==> config.mk <==
export PLATFORM = sky130hd
export DESIGN_NAME = period_step_ctrl_flat
export DESIGN_NICKNAME = d
export VERILOG_FILES = /design/src/rtl/period_step_ctrl_if.sv /design/src/rtl/period_step_ctrl.sv /design/src/flat_wrapper.sv
export SDC_FILE = /design/constraint.sdc
export NUM_CORES = 1
export LEC_CHECK = 0
export CAP_MARGIN = 5
export CORE_MARGIN = 5
export CORE_UTILIZATION = 35
export CTS_CLUSTER_SIZE = 14
export DETAILED_ROUTE_END_ITERATION = 12
export GPL_ROUTABILITY_DRIVEN = 0
export SETUP_SLACK_MARGIN = 0.1
export SLEW_MARGIN = 10
export SYNTH_ARGS = -nofsm -noshare
export SYNTH_HDL_FRONTEND = slang
export SYNTH_SLANG_ARGS = --single-unit
==> constraint.sdc <==
create_clock -name clk -period 2 [get_ports clk]
set_input_delay 0.2 -clock clk [delete_from_list [all_inputs] [get_ports clk]]
set_output_delay 0.2 -clock clk [all_outputs]
set_load 0.005 [all_outputs]
==> src/rtl/period_step_ctrl_if.sv <==
// Key/limit inputs and step-pulse outputs of the tone-period step sequencer.
interface period_step_ctrl_if #(
  parameter int unsigned WIDTH = 24
);
  logic             key_up;
  logic             key_dn;
  logic             sweep_en;
  logic [WIDTH-1:0] period;
  logic [WIDTH-1:0] max;
  logic [WIDTH-1:0] min;
  logic             increase;
  logic             decrease;
  logic             sweeping;
  logic             sweep_dir;

  // Key conditioning and the period register side
  modport master (
    output key_up, key_dn, sweep_en, period, max, min,
    input  increase, decrease, sweeping, sweep_dir
  );

  // Sequencer side
  modport slave (
    input  key_up, key_dn, sweep_en, period, max, min,
    output increase, decrease, sweeping, sweep_dir
  );
endinterface

==> src/rtl/period_step_ctrl.sv <==
// Step sequencer for the doubling/halving tone-period register: turns key presses,
// key auto-repeat and a ping-pong sweep into limit-checked one-cycle step pulses.
module period_step_ctrl #(
  parameter int unsigned WIDTH      = 24,
  parameter int unsigned HOLD_CYC   = 25_000_000,
  parameter int unsigned REPEAT_CYC = 5_000_000,
  parameter int unsigned SWEEP_CYC  = 12_500_000,
  parameter int unsigned CNT_W      = 26
) (
  input  logic              clk,
  input  logic              reset,
  period_step_ctrl_if.slave bus
);

  localparam logic [CNT_W-1:0] HOLD_LAST   = CNT_W'(HOLD_CYC - 1);
  localparam logic [CNT_W-1:0] REPEAT_LAST = CNT_W'(REPEAT_CYC - 1);
  localparam logic [CNT_W-1:0] SWEEP_LAST  = CNT_W'(SWEEP_CYC - 1);

  typedef enum logic [1:0] {IDLE, HOLD_UP, HOLD_DN, SWEEP} state_e;

  state_e           state_q, state_d;
  logic [CNT_W-1:0] timer_q, timer_d;
  logic             rep_q, rep_d;
  logic             dir_q, dir_d;
  logic             inc_q, inc_d;
  logic             dec_q, dec_d;
  logic             key_up_q, key_dn_q;
  logic             sweeping_q;

  logic [WIDTH:0]   period_x2_c;
  logic             can_up_c, can_dn_c;
  logic             edge_up_c, edge_dn_c;
  logic             last_c;

  // Limit checks at full width so the doubled period cannot wrap
  assign period_x2_c = {bus.period, 1'b0};
  assign can_up_c    = period_x2_c <= {1'b0, bus.max};
  assign can_dn_c    = (bus.period >> 1) >= bus.min;

  // A key start is a rising edge with the other key released
  assign edge_up_c = bus.key_up & ~key_up_q & ~bus.key_dn;
  assign edge_dn_c = bus.key_dn & ~key_dn_q & ~bus.key_up;
  assign last_c    = (timer_q == (rep_q ? REPEAT_LAST : HOLD_LAST));

  // Next-state, timer and step-pulse decisions
  always_comb begin
    state_d = state_q;
    timer_d = timer_q;
    rep_d   = rep_q;
    dir_d   = dir_q;
    inc_d   = 1'b0;
    dec_d   = 1'b0;
    unique case (state_q)
      IDLE, SWEEP: begin
        if (edge_up_c) begin
          state_d = HOLD_UP;
          timer_d = '0;
          rep_d   = 1'b0;
          inc_d   = can_up_c;
        end else if (edge_dn_c) begin
          state_d = HOLD_DN;
          timer_d = '0;
          rep_d   = 1'b0;
          dec_d   = can_dn_c;
        end else if (state_q == IDLE) begin
          if (bus.sweep_en) begin
            state_d = SWEEP;
            timer_d = '0;
          end
        end else if (!bus.sweep_en) begin
          state_d = IDLE;
          timer_d = '0;
        end else if (timer_q == SWEEP_LAST) begin
          timer_d = '0;
          if (dir_q && can_up_c) begin
            inc_d = 1'b1;
          end else if (!dir_q && can_dn_c) begin
            dec_d = 1'b1;
          end else begin
            dir_d = ~dir_q;
            inc_d = ~dir_q & can_up_c;
            dec_d = dir_q & can_dn_c;
          end
        end else begin
          timer_d = timer_q + CNT_W'(1);
        end
      end
      HOLD_UP, HOLD_DN: begin
        if ((state_q == HOLD_UP) ? (!bus.key_up || bus.key_dn)
                                 : (!bus.key_dn || bus.key_up)) begin
          timer_d = '0;
          state_d = bus.sweep_en ? SWEEP : IDLE;
        end else if (last_c) begin
          timer_d = '0;
          rep_d   = 1'b1;
          inc_d   = (state_q == HOLD_UP) & can_up_c;
          dec_d   = (state_q == HOLD_DN) & can_dn_c;
        end else begin
          timer_d = timer_q + CNT_W'(1);
        end
      end
      default: begin
        state_d = IDLE;
        timer_d = '0;
      end
    endcase
  end

  // State, timer, key history and registered outputs
  always_ff @(posedge clk or negedge reset) begin
    if (!reset) begin
      state_q    <= IDLE;
      timer_q    <= '0;
      rep_q      <= 1'b0;
      dir_q      <= 1'b1;
      inc_q      <= 1'b0;
      dec_q      <= 1'b0;
      key_up_q   <= 1'b0;
      key_dn_q   <= 1'b0;
      sweeping_q <= 1'b0;
    end else begin
      state_q    <= state_d;
      timer_q    <= timer_d;
      rep_q      <= rep_d;
      dir_q      <= dir_d;
      inc_q      <= inc_d;
      dec_q      <= dec_d;
      key_up_q   <= bus.key_up;
      key_dn_q   <= bus.key_dn;
      sweeping_q <= (state_d == SWEEP);
    end
  end

  assign bus.increase  = inc_q;
  assign bus.decrease  = dec_q;
  assign bus.sweeping  = sweeping_q;
  assign bus.sweep_dir = dir_q;

endmodule

==> src/flat_wrapper.sv <==
// flat-port wrapper written by rule: the top's interface ports become plain ports
module period_step_ctrl_flat 
#(
  parameter int unsigned WIDTH      = 24,
  parameter int unsigned HOLD_CYC   = 25_000_000,
  parameter int unsigned REPEAT_CYC = 5_000_000,
  parameter int unsigned SWEEP_CYC  = 12_500_000,
  parameter int unsigned CNT_W      = 26
)
  (clk, reset, bus_key_up, bus_key_dn, bus_sweep_en, bus_period, bus_max, bus_min, bus_increase, bus_decrease, bus_sweeping, bus_sweep_dir);
  period_step_ctrl_if #(.WIDTH(WIDTH)) bus_i ();
  input  logic clk;
  input  logic reset;
  input wire logic [$bits(bus_i.key_up)-1:0] bus_key_up;
  input wire logic [$bits(bus_i.key_dn)-1:0] bus_key_dn;
  input wire logic [$bits(bus_i.sweep_en)-1:0] bus_sweep_en;
  input wire logic [$bits(bus_i.period)-1:0] bus_period;
  input wire logic [$bits(bus_i.max)-1:0] bus_max;
  input wire logic [$bits(bus_i.min)-1:0] bus_min;
  output wire logic [$bits(bus_i.increase)-1:0] bus_increase;
  output wire logic [$bits(bus_i.decrease)-1:0] bus_decrease;
  output wire logic [$bits(bus_i.sweeping)-1:0] bus_sweeping;
  output wire logic [$bits(bus_i.sweep_dir)-1:0] bus_sweep_dir;
  assign bus_i.key_up = bus_key_up;
  assign bus_i.key_dn = bus_key_dn;
  assign bus_i.sweep_en = bus_sweep_en;
  assign bus_i.period = bus_period;
  assign bus_i.max = bus_max;
  assign bus_i.min = bus_min;
  assign bus_increase = bus_i.increase;
  assign bus_decrease = bus_i.decrease;
  assign bus_sweeping = bus_i.sweeping;
  assign bus_sweep_dir = bus_i.sweep_dir;
  period_step_ctrl #(.WIDTH(WIDTH), .HOLD_CYC(HOLD_CYC), .REPEAT_CYC(REPEAT_CYC), .SWEEP_CYC(SWEEP_CYC), .CNT_W(CNT_W)) u_core (.clk(clk), .reset(reset), .bus(bus_i));
endmodule
==> impl_metrics.py, run 1 <==
metrics = {
    "run_status": {
        "status": "finished, violations left",
        "violations": "setup timing",
    },
    "clock_tree": {
        "cts_root_buffer": "clkbuf_8",
        "numCtsBuffers": 5,
        "insertion_delay_ps": 290,
        "clk_path_buf_depth": 2,
        "cts_tree": "done",
        "cts.sinks": 35,
        "clkSlewWorstSetupHoldPaths_ps": 70,
        "cts.htree.levels": 2,
        "ctsHoldBuffers": 0,
    },
    "floorplanning": {
        "die_w_um": 104.8,
        "die_area_um2": 10990,
        "rows": 34,
        "die_y_um": 104.8,
        "core_um2": 8763,
        "start_util_pct": 35.92,
        "io_pins": 81,
    },
    "grt": {
        "antenna_found_initial": 3,
        "grt-ovfl-total": 0,
        "grt_max_degree": 36,
        "grt_pass1_vias": 3517,
        "track_usage_pct": 18.05,
        "grt_pass1_wl_um": 16670,
    },
    "sta": {
        "setup_slack_ps": -70.94,
        "max_freq_mhz": 482.9,
        "slew_headroom_pct": 67.73,
        "rsz0062_at_grt": "true",
        "setup_viol": 20,
        "final_hold_viol_count": 0,
        "tns_ps": -513.7,
        "hold_ws_ps": 333.8,
        "drv_slew": 0,
        "worst_slew_pin_slew_ps": 484.0,
        "clock-skew-final_ps": 9.937,
        "finalCriticalPeriod_ps": 2071,
        "fin_crit_sh_pct": 103.5,
    },
    "synth": {
        "synth_top_area_cell": "dfrtp_1",
        "syn_avg_cell_area_um2": 8.372,
        "synth.top_cell.area_share_pct": 27.03,
        "async_flop_share_pct": 100.0,
        "synth.yosys.seq_area_share_pct": 27.86,
        "yosys_warnings": 0,
        "netlist_instances": 376,
        "synth_area_leaders": "dfrtp_1 27%, ha_1 20%, inv_1 6.0%",
        "synth_edf_count": 0,
        "synth_ff_type": "dfrtp_1",
        "synth_area_um2": 3148,
        "ys_seq_elements": 35,
        "syn-num-nets": 503,
        "synth_commonest_cells": "50 x ha_1, 50 x inv_1, 34 x dfrtp_1, 32 x nor2_1, 28 x nand2_1",
        "yosysUniqueCellTypes": 55,
    },
    "route": {
        "ant_nets": 0,
        "drc": 0,
        "viasPerCell": 5.182,
        "drt_iter0_markers": 135,
        "via_count": 3425,
        "wl_per_cell_um": 15.67,
        "routed_wl_um": 10360,
        "firstDrtPassIters": 4,
    },
    "placement": {
        "hpwl_um": 7587,
        "io_buffer_count": 80,
        "pre_cts_ws_ps": -529.7,
    },
    "power_and_ir_drop": {
        "p_leak_nw": 2.587,
        "p_total_mw": 3.393,
        "power_density_nw_per_um2": 627.3,
        "ir_drop_mv": 0.3433,
    },
    "worst_setup_path": {
        "start_kind": "flop",
        "worstSetupEndpointType": "flop",
        "crit_arrival_ps": 2250,
        "reg2reg_depth": 7,
        "r2r-end": "u_core.timer_q[9]",
        "required_ps": 2180,
        "crit_type": "reg2reg",
        "worstPathMaxFanout": 7,
        "r2r-start": "u_core.timer_q[1]",
        "reg2reg_slack_ps": -70,
    },
    "worst_hold_path": {
        "hold_class": "in2async",
    },
    "finish": {
        "seq_area_um2": 878.3,
        "multi_input_area_um2": 2621,
        "fin_nets": 677,
        "syn_to_final_growth_pct": 71.82,
        "drive_above_1_share_pct": 34.36,
        "fillCellCount": 750,
    },
    "flow_run": {
        "max_cap_viol_count": 0,
    },
}
==> how the worst max path moves through the flow <==
stage	depth (start not counted)	slack, ps	end	from
detailed placement	9	-530	u_core.bus.decrease	bus_max[23]
floorplan	8	-80	u_core.timer_q[9]	u_core.timer_q[1]
CTS	8	-40	u_core.bus.increase	u_core.timer_q[1]
global route	8	-190	u_core.bus.increase	u_core.timer_q[1]
global placement	9	-500	u_core.bus.increase	bus_period[1]
finish	7	-70	u_core.timer_q[9]	u_core.timer_q[1]
==> placed cells by master, fill, tap and decap left out, types with 5 or more instances in the layout <==
cell / instances
nand3_1: 12
dlygate4sd2_1: 36
clkdlybuf4s50_1: 33
a21oi_2: 7
and3_1: 6
dlymetal6s2s_1: 7
buf_6: 5
dfrtp_1: 33
nor2_1: 22
nor2_2: 7
nand2b_1: 6
inv_2: 14
a31oi_1: 5
ha_1: 30
a21oi_1: 16
ha_4: 19
a21o_1: 7
xor2_1: 10
clkbuf_8: 5
nand2_1: 27
nand4_1: 12
buf_4: 87
inv_1: 36
o21ai_0: 5
==> power by group <==
| group | switching, mW | internal, mW | total [mW] |
|---|---|---|---|
| Clock | 0.249 | 0.240 | 0.489 |
| Sequential | 0.0591 | 0.788 | 0.847 |
| Combinational | 1.03 | 1.03 | 2.06 |
==> metal layers <==
layer  GRT usage [%]  vias up  wire, µm
met3           3.391       23       462
met4           4.840        0       272
met1           22.28     1605      4329
li1                -     1713         -
met2           32.06       84      5291
met5               0        -         0
==> per-stage QoR <==
step / cells / util, % / cell area (µm²)
floorplan: 376 / - / 3198
global placement: 636 / 53.58 / 4696
detailed placement: 636 / 53.58 / 4696
CTS: 654 / 59.12 / 5181
global route: 661 / 61.72 / 5409
finish: 661 / 61.72 / 5409
==> registers in the layout, indices dropped and copies added (netlist names) <==
register              count
u_core.key_up_q           1
u_core.timer_q           26
u_core.state_q            2
u_core.rep_q              1
u_core.bus.increase       1
u_core.bus.decrease       1
u_core.key_dn_q           1
u_core.bus.sweep_dir      1
u_core.bus.sweeping       1
==> cell type report <==
cell class,count,area share [%]
antenna,3,0.1388
tap,108,2.498
clock buffer,7,1.411
sequential,35,16.24
inverter,50,3.470
timing repair buffer,173,27.78
multi-input combinational,285,48.46
==> worst max-delay path, cell delays in order (launching register included) <==
cell and delay (ps):
dfrtp_1 390, ha_4 180, and4b_1 240, nand4_1 140
or2_1 280, a32o_2 330, a21o_1 210, a22o_1 200
==> cells by family (layout without fill, tap and decap cells) <==
group,count (synthesis),in the layout,share of synthesized area [%]
other,0,3,0
xor gates and xnor gates,13,13,3.617
muxes,2,2,0.6360
buffers and inverters,57,230,7.154
AOI/OAI and AO/OA,76,77,16.02
DFF,35,35,27.86
adders and majority gates,52,52,20.51
and+or+nand+nor,141,141,24.21
==> timing repair <==
action                     in CTS  in global routing
gates cloned                    1                  0
resized for setup             115                 38
setup buffers                  10                  4
pin swaps                      52                 30
setup endpoints to repair      28                 30
No activity file was read; power rests on OpenSTA's default activity.
==> run 2, diff against run 1 <==
--- a/config.mk
+++ b/config.mk
@@ -11,7 +11,9 @@
 export CTS_CLUSTER_SIZE = 14
 export DETAILED_ROUTE_END_ITERATION = 12
 export GPL_ROUTABILITY_DRIVEN = 0
+export REMOVE_ABC_BUFFERS = 1
 export SETUP_SLACK_MARGIN = 0.1
+export SKIP_LAST_GASP = 1
 export SLEW_MARGIN = 10
 export SYNTH_ARGS = -nofsm -noshare
 export SYNTH_HDL_FRONTEND = slang
==> run 2 against run 1 <==
Compared with the run above: the flow still finishes with violations (setup timing); clock skew decreased by 5.6 ps; global-route usage is essentially flat; worst setup slack worse by 45 ps; cell area decreased by 1.1%; critical path type unchanged; critical endpoint unchanged; largest power group unchanged.
==> impl_metrics.py, run 2 (same netlist as run 1, synthesis figures left out) <==
metrics = {
    "run_status": {
        "status": "finished, violations left",
        "violations": "setup timing",
    },
    "floorplanning": {
        "die_w_um": 104.8,
        "io_pins": 81,
        "die_area_um2": 10990,
        "die_y_um": 104.8,
        "core_um2": 8763,
        "rows": 34,
        "start_util_pct": 35.92,
    },
    "worst_setup_path": {
        "cpLargestDelayFamily": "compound AO/OA/AOI/OAI gates",
        "slowest_stage": "dfrtp_1",
        "path_cells": "ha_4 -> buf_6 -> and4b_1 -> nand4_1 -> or2_1 -> a32o_2 -> a21o_1 -> a22o_1",
        "required_ps": 2180,
        "worstSetupEndpointType": "flop",
        "cp_slowest_stage_delay_ps": 400,
        "worst-path-buf-inv": 1,
        "crit_type": "reg2reg",
        "start_kind": "flop",
        "crit_arrival_ps": 2290,
        "worstPathMaxFanout": 6,
    },
    "finish": {
        "mostFrequentLayoutCells": "87 x buf_4, 44 x clkdlybuf4s50_1, 38 x inv_1",
        "syn_to_final_growth_pct": 69.95,
        "top_regs": "u_core.timer_q: 26 flops, u_core.state_q: 2 flops",
        "diodes": 0,
        "drive_above_1_share_pct": 35.75,
        "fillCellCount": 731,
        "largest_register_ffs": 26,
        "fin_nets": 679,
        "layout_commonest_cell": "buf_4",
        "top_register": "u_core.timer_q",
    },
    "grt": {
        "grt-ovfl-total": 0,
        "grt_pass1_vias": 3537,
        "antenna_found_initial": 0,
        "grt_max_degree": 36,
        "track_usage_pct": 18.00,
        "grt_pass1_wl_um": 16620,
    },
    "clock_tree": {
        "numCtsBuffers": 5,
        "clk_path_buf_depth": 2,
        "insertion_delay_ps": 290,
        "cts.sinks": 35,
        "ctsHoldBuffers": 0,
        "cts.htree.levels": 2,
        "cts_root_buffer": "clkbuf_8",
        "cts_tree": "done",
        "clkSlewWorstSetupHoldPaths_ps": 70,
    },
    "sta": {
        "drv_slew": 0,
        "rsz0062_at_grt": "true",
        "max_freq_mhz": 472.6,
        "worst_slew_pin_slew_ps": 448.6,
        "clock-skew-final_ps": 4.326,
        "hold_ws_ps": 316.8,
        "setup_slack_ps": -115.8,
        "tns_ps": -2129,
        "setup_viol": 27,
        "finalCriticalPeriod_ps": 2116,
        "fin_crit_sh_pct": 105.8,
        "slew_headroom_pct": 70.09,
        "final_hold_viol_count": 0,
    },
    "power_and_ir_drop": {
        "p_total_mw": 3.345,
        "p_leak_nw": 2.553,
        "ir_drop_mv": 0.5781,
        "power_density_nw_per_um2": 625.3,
    },
    "route": {
        "ant_nets": 0,
        "drt_iter0_markers": 144,
        "drc": 0,
        "via_count": 3411,
        "viasPerCell": 5.176,
        "firstDrtPassIters": 4,
        "routed_wl_um": 10310,
        "wl_per_cell_um": 15.64,
    },
    "placement": {
        "io_buffer_count": 80,
        "hpwl_um": 7661,
    },
    "worst_hold_path": {
        "hold_class": "in2async",
    },
    "flow_run": {
        "max_cap_viol_count": 0,
    },
}
-- run 2: layout make-up --
class,instances,area (µm²),share of cell area [%]
multi-input combinational,285,2591,48.43
tap,108,135.1,2.526
clock buffer,5,68.82,1.286
clock inverter,1,7.507,0.1403
inverter,50,187.7,3.508
timing repair buffer,175,1483,27.71
sequential,35,877.1,16.39
-- run 2: metrics by stage --
step / cell area (µm²) / cells / setup WS [ps] / util (%)
after global routing: 5350 / 659 / -188.1 / 61.05
after detailed placement: 4676 / 640 / -502.2 / 53.36
after global placement: 4676 / 640 / -419.0 / 53.36
final: 5350 / 659 / -115.8 / 61.05
after CTS: 5102 / 653 / -86.73 / 58.22
after floorplan: 3110 / 369 / -697.0 / -
-- run 2: where the power goes --
group / internal, mW / total [mW] / switching, mW
combinational: 1.01 / 2.01 / 1.00
sequential: 0.786 / 0.843 / 0.0573
clock: 0.231 / 0.489 / 0.257
total: 2.03 / 3.35 / 1.32
-- run 2: path summary, 6_finish.rpt --
path                                    from                   end  slack (ps)  depth (start not counted)
min in group clk                  bus_key_up       u_core.key_up_q         550                          2
max reg2reg                u_core.timer_q[1]     u_core.timer_q[9]        -120                          8
max in group asynchronous              reset  u_core.bus.sweep_dir        1330                          2
min reg2reg                u_core.timer_q[4]     u_core.timer_q[4]         560                          1
max                        u_core.timer_q[1]     u_core.timer_q[9]        -120                          8
min                                    reset    u_core.timer_q[13]         320                          2
-- run 2: what timing repair did --
item / in CTS / in global routing
hold endpoints to repair: 0 / 0
endpoints found under the setup margin: 29 / 31
gates resized for setup: 93 / 78
setup buffers: 6 / 7
gates cloned: 1 / 0
pin swaps: 45 / 43
-- run 2: layer usage --
metal	global-route usage, %	part of all wire, %	vias to the layer above
met2	31.21	49	94
li1	-	-	1713
met5	0	0	-
met1	22.90	44	1581
met4	4.566	2.2	0
met3	3.514	4.8	23
==> edit (flow settings as in run 2) <==
Re-encode `state_e` (4 states) as one-hot, 4 bits wide.
--- a/src/rtl/period_step_ctrl.sv
+++ b/src/rtl/period_step_ctrl.sv
@@ -17,5 +17,5 @@
   localparam logic [CNT_W-1:0] SWEEP_LAST  = CNT_W'(SWEEP_CYC - 1);
 
-  typedef enum logic [1:0] {IDLE, HOLD_UP, HOLD_DN, SWEEP} state_e;
+  typedef enum logic [3:0] {IDLE = 4'b0001, HOLD_UP = 4'b0010, HOLD_DN = 4'b0100, SWEEP = 4'b1000} state_e;
 
   state_e           state_q, state_d;
Behaviour: same outputs for any inputs over 10 cycles, from zero or initial values and one cycle with reset low; not proved beyond that.
==> edit against run 2 <==
Maximum frequency down 2.6%; setup slack worse by 0.056 ns; area after synthesis up 3.5%; largest cell class unchanged; final area down 1.9%; synthesized cell count up 5.1%; global-route usage down 1.2 points; clock skew down 0.00068 ns; the run still ends with setup timing left; wire length down 7.4%; sequential cell count up 2.
Power is not compared: it rests on default switching activity, and its combinational part moved more than twofold at a synthesized area within 25%.
==> edit: results (changes against run 2) <==
Synth:
- The post-synthesis share of cell area spent on full adders, half adders and majority gates came to 0.180 (-0.0247).
- The compound-cell area share of the yosys netlist is 0.152 (-0.00816).
- The async set-or-reset flop fraction in the synthesized netlist is 1.00 (unchanged).
- By count the netlist is led by sky130_fd_sc_hd__inv_1 (51), sky130_fd_sc_hd__ha_1 (47), sky130_fd_sc_hd__nor2_1 (38).
- The proportion of synthesized area in mux cells is 0.00307 (-0.00329).
- The synthesized area per cell is 8.25 sq um (-1.4%).
- The count of cell types in the netlist is 58 (+5.5%).
- The part of the Yosys area used for sequential elements is 0.285 (+0.00622).
- The parity-gate share of the synthesized area counting xor and xnor cells is 0.0430 (+0.00683).
- The yosys synthesis warning count is 0 (unchanged).
- By area the synthesized netlist is led by sky130_fd_sc_hd__dfrtp_1 (27%), sky130_fd_sc_hd__ha_1 (18%), sky130_fd_sc_hd__inv_1 (5.9%).

Layout:
- The post-layout net count is 689 (+1.5%).
- The fraction of final layout cells sized beyond drive strength 1 is 0.270 (-0.0872).
- The filler cell count is 828 (+13%).
- In the final layout, the registers with the most flip-flops are u_core.timer_q x26, u_core.state_q x4.

Critical path:
- The longest individual stage delay on the worst path was 0.53 ns (+0.13 ns).
- The data arrival time of the worst path is 2.35 ns (+0.06 ns).
- The largest individual stage delay along the critical path comes from the cell sky130_fd_sc_hd__dfstp_2.
- The biggest fanout along the worst timing path is 3 (-3).

Global route:
- The number of global-route vias before repair was 3563 (+0.74%).
- The largest net degree at the start of global routing came to 38 (+5.6%).
- The global-route wire length before repair came to 15.8 mm (-4.7%).
- The overall global routing resource usage is 0.168 (-0.0122).
- The initial antenna violation count is 2 (+2).

Timing:
- The worst max-slew margin expressed relative to the limit is 0.446 (-0.255).
- The final number of setup-violating endpoints was 25 (-7.4%).
- The worst-case setup margin in the final layout is -0.172 ns (-0.0559 ns).
- The max-slew violation count was 0 (unchanged).
- The worst clock skew is 0.00365 ns (-0.000681 ns).

Job:
- The reported max-cap violation count is 0 (unchanged).

Clocking:
- The count of H-tree levels built during CTS is 2 (unchanged).
- The clock-pin slew reported for the worst setup and hold paths after clock tree synthesis came to 0.07 ns (about the same).
- The TritonCTS buffer count is 5 (unchanged).
- The worst-skew pair later-pin latency is 0.29 ns (about the same).
- The number of buffers on the longest clock path came to 2 (unchanged).
- CTS placed an instance of sky130_fd_sc_hd__clkbuf_8 at the clock tree root.

Hold path:
- The min-delay analysis places its worst path in the category input port to async pin.

Route:
- The post-detailed-route wirelength per cell is 14.1 microns (-10%).
- The total vias in the final route was 3437 (+0.76%).
- The number of detailed-route iterations in the first pass came to 4 (unchanged).
- The DRC marker count from the first detailed-route iteration is 75 (-48%).

Placed design:
- The total half-perimeter wirelength after legalization and detailed placement was 7.81 mm (+2.0%).
- The number of buffers added on ports is 80 (unchanged).

Run status:
- The run finished, with violations left.
- The checks that failed: setup timing.

Power and ir drop:
- The cell-internal power is 0.00161 W.
- The standby leakage power is 2.48 nW.
- Across the VDD grid, the largest voltage drop is ~0.00046 V.
-- edit: changes by cell type after synthesis, moves of 5 or more --
cell and delta:
sky130_fd_sc_hd__nor2_1 +6, sky130_fd_sc_hd__xor2_1 -5, sky130_fd_sc_hd__xnor2_1 +8, sky130_fd_sc_hd__nor2b_1 +7, sky130_fd_sc_hd__o21ai_0 +18
-- edit: area by class of cell --
type	instances	area share
Tap cell	111	0.0265
Clock buffer	8	0.0172
Timing Repair Buffer	168	0.281
Multi-Input combinational cell	302	0.461
Sequential cell	37	0.177
Antenna cell	2	0.000953
Inverter	51	0.0365
-- edit: what timing repair did --
action                     4_1_cts  5_1_grt
hold buffers                     0        0
pin swaps                       38       16
gates resized for setup         76       23
hold endpoints to repair         0        0
setup endpoints to repair       30       30
gates cloned                     0        0
buffers inserted                 4        3
-- edit: power groups by stage --
stage	Sequential (W)	Combinational (W)	Clock, W
2_1_floorplan	0.000843	0.000397	0
3_3_place_gp	0.000829	0.000902	0
3_5_place_dp	0.000831	0.000908	0
4_1_cts	0.000821	0.000974	0.000564
5_1_grt	0.000829	0.00110	0.000593
6_report	0.000825	0.000999	0.000546
-- edit: layer usage --
layer / GRT usage / share of wire / vias to the layer above
met3: 0.0352 / 0.048 / 22
met4: 0.0393 / 0.021 / 0
met1: 0.204 / 0.44 / 1591
li1: - / - / 1752
met5: 0 / 0 / -
met2: 0.302 / 0.50 / 72
-- edit: stage by stage --
step | worst slack, ns | instance area [sq um] | setup TNS, ns | hold slack, ns | instances
after floorplan | -0.273 | 3230 | -5.04 | -0.0956 | 390
after global placement | -0.569 | 4800 | -7.32 | 0.347 | 663
after detailed placement | -0.582 | 4800 | -8.14 | 0.352 | 663
after CTS | -0.176 | 5150 | -3.63 | 0.0291 | 675
after global routing | -0.284 | 5250 | -6.48 | 0.0944 | 679
final | -0.172 | 5250 | -3.00 | 0.00637 | 679
-- edit: final timing paths --
| kind | to | cells past startpoint | slack, ns | from |
|---|---|---|---|---|
| setup reg to reg | u_core.timer_q[13]$_DFFE_PN0P_ | 6 | -0.17 | u_core.state_q[0]$_DFF_PN1_ |
| hold / removal | u_core.timer_q[15]$_DFFE_PN0P_ | 1 | 0.006 | reset |
| setup / recovery | u_core.timer_q[13]$_DFFE_PN0P_ | 6 | -0.17 | u_core.state_q[0]$_DFF_PN1_ |
| max in group asynchronous | u_core.key_dn_q$_DFF_PN0_ | 1 | 1.47 | reset |
| hold reg to reg | u_core.timer_q[4]$_DFFE_PN0P_ | 1 | 0.51 | u_core.timer_q[4]$_DFFE_PN0P_ |
| min in group clk | u_core.key_dn_q$_DFF_PN0_ | 2 | 0.24 | bus_key_dn |
-- edit: worst max-delay path, delay by kind of cell, from the launching register on --
kind	cells	cell delay, ns
simple gates	5	1.37
flops	1	0.53
xor+xnor	1	0.16
